### config.mk
export PLATFORM = sky130hd
export DESIGN_NAME = issue_queue_multi_rs
export DESIGN_NICKNAME = d
export VERILOG_FILES = /design/src/rtl/issue_queue_multi_rs.sv
export SDC_FILE = /design/constraint.sdc
export NUM_CORES = 1
export LEC_CHECK = 0
export BUFFER_PORTS_ARGS = -buffer_cell sky130_fd_sc_hd__buf_2
export CAP_MARGIN = 20
export CORE_MARGIN = 4
export CORE_UTILIZATION = 40
export CTS_CLUSTER_DIAMETER = 120
export DETAILED_ROUTE_END_ITERATION = 12
export SYNTH_ARGS = -nofsm -noshare
export SYNTH_HDL_FRONTEND = slang
export SYNTH_SLANG_ARGS = --single-unit
### constraint.sdc
create_clock -name CLK -period 18.22 [get_ports CLK]
set_input_delay 3.644 -clock CLK [delete_from_list [all_inputs] [get_ports CLK]]
set_output_delay 3.644 -clock CLK [all_outputs]
set_load 0.05 [all_outputs]
### src/rtl/issue_queue_multi_rs.sv
// issue_queue_multi_rs
//   In-order issue queue between decode and the reservation stations.
//   Takes up to two tasks per cycle into a circular buffer. Each cycle the
//   head task is offered to the lowest-index free RS of its class.
//
// Ports
//   CLK, RST                 clock, synchronous active-high reset
//   FLUSH                    clear the queue (mispredict recovery)
//   ENQ{0,1}_VALID/TASK/CLASS  two enqueue slots; slot 0 is older
//   ENQ_READY                room for two tasks (registered count only)
//   RS_BUSY[N_RS]            busy bits: store | load | alu from LSB up
//   DISP_VALID/TASK/RS       head dispatch; DISP_RS is one-hot, 0 when idle
//   COUNT, FULL, EMPTY       occupancy
module issue_queue_multi_rs #(
   parameter int DEPTH  = 16,
   parameter int TASK_W = 64,
   parameter int N_ST   = 2,
   parameter int N_LD   = 2,
   parameter int N_ALU  = 2,
   parameter int N_RS   = N_ST + N_LD + N_ALU
) (
   input  logic                     CLK,
   input  logic                     RST,
   input  logic                     FLUSH,
   input  logic                     ENQ0_VALID,
   input  logic [TASK_W-1:0]        ENQ0_TASK,
   input  logic [1:0]               ENQ0_CLASS,
   input  logic                     ENQ1_VALID,
   input  logic [TASK_W-1:0]        ENQ1_TASK,
   input  logic [1:0]               ENQ1_CLASS,
   output logic                     ENQ_READY,
   input  logic [N_RS-1:0]          RS_BUSY,
   output logic                     DISP_VALID,
   output logic [TASK_W-1:0]        DISP_TASK,
   output logic [N_RS-1:0]          DISP_RS,
   output logic [$clog2(DEPTH):0]   COUNT,
   output logic                     FULL,
   output logic                     EMPTY
);
   localparam int PW = $clog2(DEPTH);
   localparam int CW = PW + 1;

   // Per-class masks over the RS_BUSY layout.
   localparam logic [N_RS-1:0] ST_MASK  = N_RS'((1 << N_ST) - 1);
   localparam logic [N_RS-1:0] LD_MASK  = N_RS'(((1 << N_LD) - 1) << N_ST);
   localparam logic [N_RS-1:0] ALU_MASK = N_RS'(((1 << N_ALU) - 1) << (N_ST + N_LD));

   typedef struct packed {
      logic [1:0]        cls;
      logic [TASK_W-1:0] task_d;
   } ent_t;

   ent_t            mem [DEPTH];
   logic [PW-1:0]   head, tail;
   logic [CW-1:0]   count;

   logic [1:0]      n_enq;
   logic [N_RS-1:0] cls_mask, free_rs;
   ent_t            head_ent;

   assign ENQ_READY = (count <= CW'(DEPTH - 2));
   assign FULL      = (count == CW'(DEPTH));
   assign EMPTY     = (count == '0);
   assign COUNT     = count;

   // Enqueue count is gated by registered readiness only.
   assign n_enq = ENQ_READY ? ({1'b0, ENQ0_VALID} + {1'b0, ENQ1_VALID}) : 2'd0;

   assign head_ent = mem[head];

   always_comb begin
      cls_mask = ALU_MASK;
      case (head_ent.cls)
         2'd1:    cls_mask = LD_MASK;
         2'd2:    cls_mask = ST_MASK;
         default: cls_mask = ALU_MASK;
      endcase
   end

   assign free_rs    = ~RS_BUSY & cls_mask;
   assign DISP_VALID = !EMPTY && !FLUSH && (|free_rs);
   // x & -x isolates the lowest set bit: lowest-index free RS of the class.
   assign DISP_RS    = DISP_VALID ? (free_rs & (~free_rs + N_RS'(1))) : '0;
   assign DISP_TASK  = head_ent.task_d;

   // Payload array: no reset, contents are don't-care until written.
   always_ff @(posedge CLK) begin
      if (!RST && !FLUSH && ENQ_READY) begin
         if (ENQ0_VALID)
            mem[tail] <= '{cls: ENQ0_CLASS, task_d: ENQ0_TASK};
         // Slot 1 lands right after slot 0 if present, else at tail.
         if (ENQ1_VALID)
            mem[tail + PW'(ENQ0_VALID)] <= '{cls: ENQ1_CLASS, task_d: ENQ1_TASK};
      end
   end

   always_ff @(posedge CLK) begin
      if (RST || FLUSH) begin
         head  <= '0;
         tail  <= '0;
         count <= '0;
      end else begin
         head  <= head + PW'(DISP_VALID);
         tail  <= tail + PW'(n_enq);
         count <= count + CW'(n_enq) - CW'(DISP_VALID);
      end
   end
endmodule

## Word level (Yosys, flattened, before mapping)

Memories as Yosys holds them, arrays and structs flattened. A register that Yosys moved wholly into a read port is not among the register bits.
Cells that the tools add are included.

| word-level totals | value |
|---|---|
| bits in registers | 13 |
| bits in writable memories | 1,056 |
| input port bits | 143 |
| output and inout bits | 79 |
| word-level logic and storage cells | 39 |
| memories | 1 |

| operators by class | value |
|---|---|
| $add $sub $neg | 7 |
| order comparisons | 1 |
| equal/unequal tests | 3 |
| multiplexer cells | 10 |
| bitwise operators | 4 |
| reductions and logical operators | 10 |

Memories:

| name | depth | bits a word | read ports | clocked after Yosys merged registers in | wr ports | line | source |
|---|---|---|---|---|---|---|---|
| mem | 16 | 66 | 1 | 1 | 2 | 53 | `ent_t mem [DEPTH];` |

Operators with widths:

| kind | count |
|---|---|
| 6-bit AND | 2 |
| 6-bit NOT | 2 |
| 6-bit case mux with 2 select lines | 1 |
| 4-bit by 1-bit adder with 4-bit output | 2 |
| 6-bit by 1-bit adder with 6-bit output (second input constant) | 1 |
| 1-bit 2-to-1 mux | 6 |
| 6-bit 2-to-1 mux | 1 |
| 6-bit OR reduction | 1 |
| 5-bit by 2-bit adder with 5-bit output | 1 |
| 5-bit equality test (second input constant) | 1 |
| 5-bit by 4-bit less-or-equal comparator with 1-bit output (second input constant) | 1 |
| 5-bit logical NOT | 1 |
| 5-bit by 1-bit subtractor with 5-bit output | 1 |
| 4-bit by 2-bit adder with 4-bit output | 1 |
| 1-bit logical AND | 4 |
| 4-bit 2-to-1 mux | 1 |
| 1-bit logical NOT | 3 |
| 1-bit by 1-bit adder with 2-bit output | 1 |
| 2-bit by 1-bit equality test with 1-bit output (second input constant) | 1 |
| 2-bit equality test (second input constant) | 1 |
| 2-bit 2-to-1 mux | 1 |
| 1-bit logical OR | 1 |

## Longest topological paths before layout

| depth | value |
|---|---|
| depth in word-level cells | 7 |
| gate-level depth with buffers | 17 |
| gate-level depth less buffers | 15 |

## Worst setup path after synthesis

OpenSTA, ideal clock, no wires.

| path | value |
|---|---|
| path type | input-to-reg |
| start | input FLUSH |
| end | memory mem[14][0] in the netlist's numbering, enable pin |
| setup time | 0.581 ns |
| data arrival time | 9.423 ns |
| data required time | 17.639 ns |
| slack | 8.215 ns |
| stages | 6 |
| path buffers | 2 |
| cells stage by stage | or2_2 > clkbuf_1 > buf_2 > nor3b_1 > nand3_1 > o21ai_0 |

RTL lines:

| what | line | source |
|---|---|---|
| from (decl) | 24 | `input logic FLUSH,` |
| to (decl) | 53 |  |

==> impl_summary.log <==
[metrics] highest ir drop seen on vdd: around 0.075 mV
[metrics] total routing usage reported by global routing: 26.6%
[metrics] Worst Setup Path Type: reg -> out
[metrics] area of the mapped netlist: approximately 0.052 mm²
[metrics] type of the tightest min-delay check: reg -> reg
[metrics] status: complete, no violations
[metrics] Final Hold Fails: 0
[metrics] utilization of the core after routing: between 40% and 50%
[metrics] average size of a mapped cell: roughly 15 µm²
[metrics] Final Setup Violations: 0
[metrics] clk slew on worst S/H paths: 60 ps
[metrics] H-Tree Level Count: 3
[metrics] main flop type after synthesis: edfxtp_1
[metrics] YS warnings: 0
[metrics] MaxCap Viol Count: 0
[metrics] power density over the cells: approximately 99 mW/mm²
[metrics] count of instances resized after the clock tree is built: 0
[metrics] R2R setup slack: about 12000 ps
[metrics] initial core utilization: between 40 and 50%
[metrics] top post-synthesis cells by area: edfxtp_1 61%, o2bb2ai_1 18%, mux4_2 11%, nand2_1 2.5%, clkbuf_1 2.3%
[metrics] Critical Path Fanout Max: 41
[metrics] Lkg Pwr: ~18 nW
[metrics] CTS Hold Bufs: 0
[metrics] aggregate negative setup slack: 0 ps
[metrics] number of detailed-routing iterations run before antenna repair: 6
[metrics] overall die width: approximately 370 µm
[metrics] final layout net count: approximately 3600
[metrics] first-pass GRT wire length: 265 mm
[metrics] count of placed standard cells in the final layout, fillers left out: 5291
[metrics] sum of routed wire length over all layers: between 150 and 200 mm
[metrics] clock sink count: about 1100
[metrics] input/output buffers: 221
[metrics] I/O pin count: 222
[metrics] gate family responsible for the most delay along the worst path: buffers and inverters
[metrics] total core area: 0.130 mm²
[metrics] Most Frequent Cell on Critical Path: buf_4
[metrics] share of the synthesized area in the top cell type: roughly three fifths
[metrics] number of nets with antenna violations after routing: 0
[metrics] cell accounting for the most synthesized area: edfxtp_1
[metrics] die footprint: between 0.1 and 0.15 mm²
[metrics] post-route clock period utilization: between 50% and 60%
[metrics] ys async rst share: 0%
[metrics] number of enable-type register cells in the synthesized netlist: approximately 1100
[metrics] Clock Root Buffer: clkbuf_16
[metrics] Synthesized Nets: around 3700
[metrics] number of distinct library cells after synthesis: 40
[metrics] number of cells produced by synthesis: about 3500
[metrics] CTS max path bufs: 3
[metrics] data arrival time of the worst path: around 5700 ps
[metrics] total of flip-flops plus latches after synthesis: roughly 1100
[metrics] Peak Freq: around 110 MHz
[metrics] capturing element type of the critical path: output pin
[metrics] total overflow reported by the global router: 0
[metrics] number of antenna violations at the first check in global routing: 32
[metrics] 1st-iter DRT viols: 5199
[metrics] ordered cell list for the critical path: buf_4 -> buf_4 -> buf_4 -> mux4_2 -> a22oi_1 -> nand2_1 -> buf_2
[metrics] height of the chip: 370 µm
[metrics] Buf+Inv Stages, Crit Path: 4
[metrics] worst hold slack across all endpoints: ~650 ps
[metrics] total placed cells including tap cells: ~5000
[metrics] kind of start point of the critical path: flop
[metrics] post-detail-place hpwl: between 90 and 100 mm
[metrics] DRC errors left: 0
[metrics] pin slew with the least headroom to its limit: 1230 ps
[metrics] routability-driven placement congestion ratio: between 0.7 and 0.8
[metrics] unrepaired setup endpoints after global routing: no
[metrics] share of post-route cells with drive strength above 1: between 20% and 30%
[metrics] worst path required time: 14580 ps
[metrics] detailed-route wire length per cell: 35.0 µm
[metrics] clock tree from TritonCTS: done
[metrics] part of the Yosys area used for sequential elements: 61.0%
[metrics] via count of the first global-routing pass: 36300
[metrics] biggest cell delay along the critical path: between 900 and 1000 ps
[metrics] Worst path slowest cell: dfxtp_4
[metrics] CTS Buf Count: 114
[metrics] final critical delay including setup and external delays: 9310 ps
[metrics] worst relative slew slack: a little under a fifth
[metrics] Post CTS Setup Buffer Count: 0
[metrics] maximum number of pins on one net before global-route repair: about 200
[metrics] Post-Route Skew: 23.7 ps
[metrics] number of core rows: approximately 130
[metrics] number of slew-limit violations in the final report: 0
[metrics] Pwr Total: approximately 5.8 mW
[metrics] Area growth, synth to finish: 11.8%
[metrics] Vias/cell: 6.76
[metrics] latest clock arrival within the worst-skew pair: between 700 and 800 ps
[metrics] number of vias after detailed routing: ~36000
-- registers in the layout, indices dropped and copies added, names as in the netlist --
register  flops
COUNT         5
head          4
mem        1056
tail          4
-- metal layers --
metal,share of wire (%),track usage (%)
met1,37,34.9
met2,49,44.3
met3,9.8,4.76
met4,4.1,9.66
met5,0.024,0
-- cell type report --
| class | instances | area, µm² |
|---|---|---|
| diodes | 11 | 27.5 |
| clock buffers | 139 | 2950 |
| clock inverters | 75 | 672 |
| fillers | 11500 | 71200 |
| inverters | 14 | 52.6 |
| multi-input cells | 1932 | 18900 |
| flip-flops and latches | 1069 | 32000 |
| well taps | 1742 | 2180 |
| repair buffers | 309 | 1860 |
-- tightest hold or removal path, stage by stage (launching register included) --
cell	delay, ps
dfxtp_1	380
ha_1	140
and2_1	100
-- synthesized netlist by cell type, drive strengths merged, types with 6 or more instances --
cell type	count
nand2b	12
dfxtp	13
o21ai	24
edfxtp	1056
clkbuf	315
buf	167
a22oi	129
o2bb2ai	1056
nand3	7
a21oi	6
and2	6
nand2	352
inv	14
mux4	264
ha	18
nor2	17
-- metrics by stage --
stage          worst slack [ps]  cell area [µm²]
2_1_floorplan              8220            52400
3_3_place_gp               9630            54900
3_5_place_dp               9590            54900
4_1_cts                    8820            58500
5_1_grt                    8530            58600
6_report                   8910            58600
-- path summary, 6_finish.rpt --
path / startpoint / cells past startpoint / to
worst max register to register: head[0]$_SDFF_PP0_ / 17 / COUNT[4]$_SDFF_PP0_
worst min-delay path: tail[0]$_SDFF_PP0_ / 2 / tail[0]$_SDFF_PP0_
worst max-delay path: head[0]$_SDFF_PP0_ / 7 / DISP_TASK[51]
worst min register to register: tail[0]$_SDFF_PP0_ / 2 / tail[0]$_SDFF_PP0_
-- logic make-up (layout without fill, tap and decap cells) --
logic type | Yosys count | count (layout) | share of synthesized area, %
AOI/OAI and AO/OA | 1227 | 1227 | 20.1
DFF | 1069 | 1069 | 61.0
buffers and inverters | 496 | 537 | 3.67
and+or+nand+nor | 414 | 414 | 3.20
muxes | 264 | 264 | 11.4
adders and majority gates | 20 | 20 | 0.506
xor gates and xnor gates | 7 | 7 | 0.117
other | 0 | 11 | 0
-- cells in the final DEF, fill, tap and decap left out, types with 3 or more instances in the layout --
master      instances
o2bb2ai_1        1056
clkbuf_1           25
nor2_4              3
nand2b_1            8
buf_12              4
nor2_1             14
edfxtp_1         1056
a21oi_1             6
diode_2            11
nand2_4             4
clkinv_1           29
mux4_2            264
buf_4              82
a22oi_1           129
bufinv_16           9
clkinv_2           22
and2_1              5
dfxtp_1            11
xnor2_1             5
nor3b_1             5
nand2_1           348
clkinvlp_4          6
inv_6               3
a2111oi_4           4
nand3_1             7
or2_2               3
ha_1               18
inv_1              14
o21ai_4            24
clkbuf_16         114
nand2b_4            4
buf_2             221
-- where the power goes --
group	switching, mW	internal (mW)	total [mW]
registers	0.0208	2.75	2.77
clock network	1.02	1.28	2.30
logic	0.435	0.280	0.715
total	1.47	4.31	5.78
(Power assumes the default switching activity.)
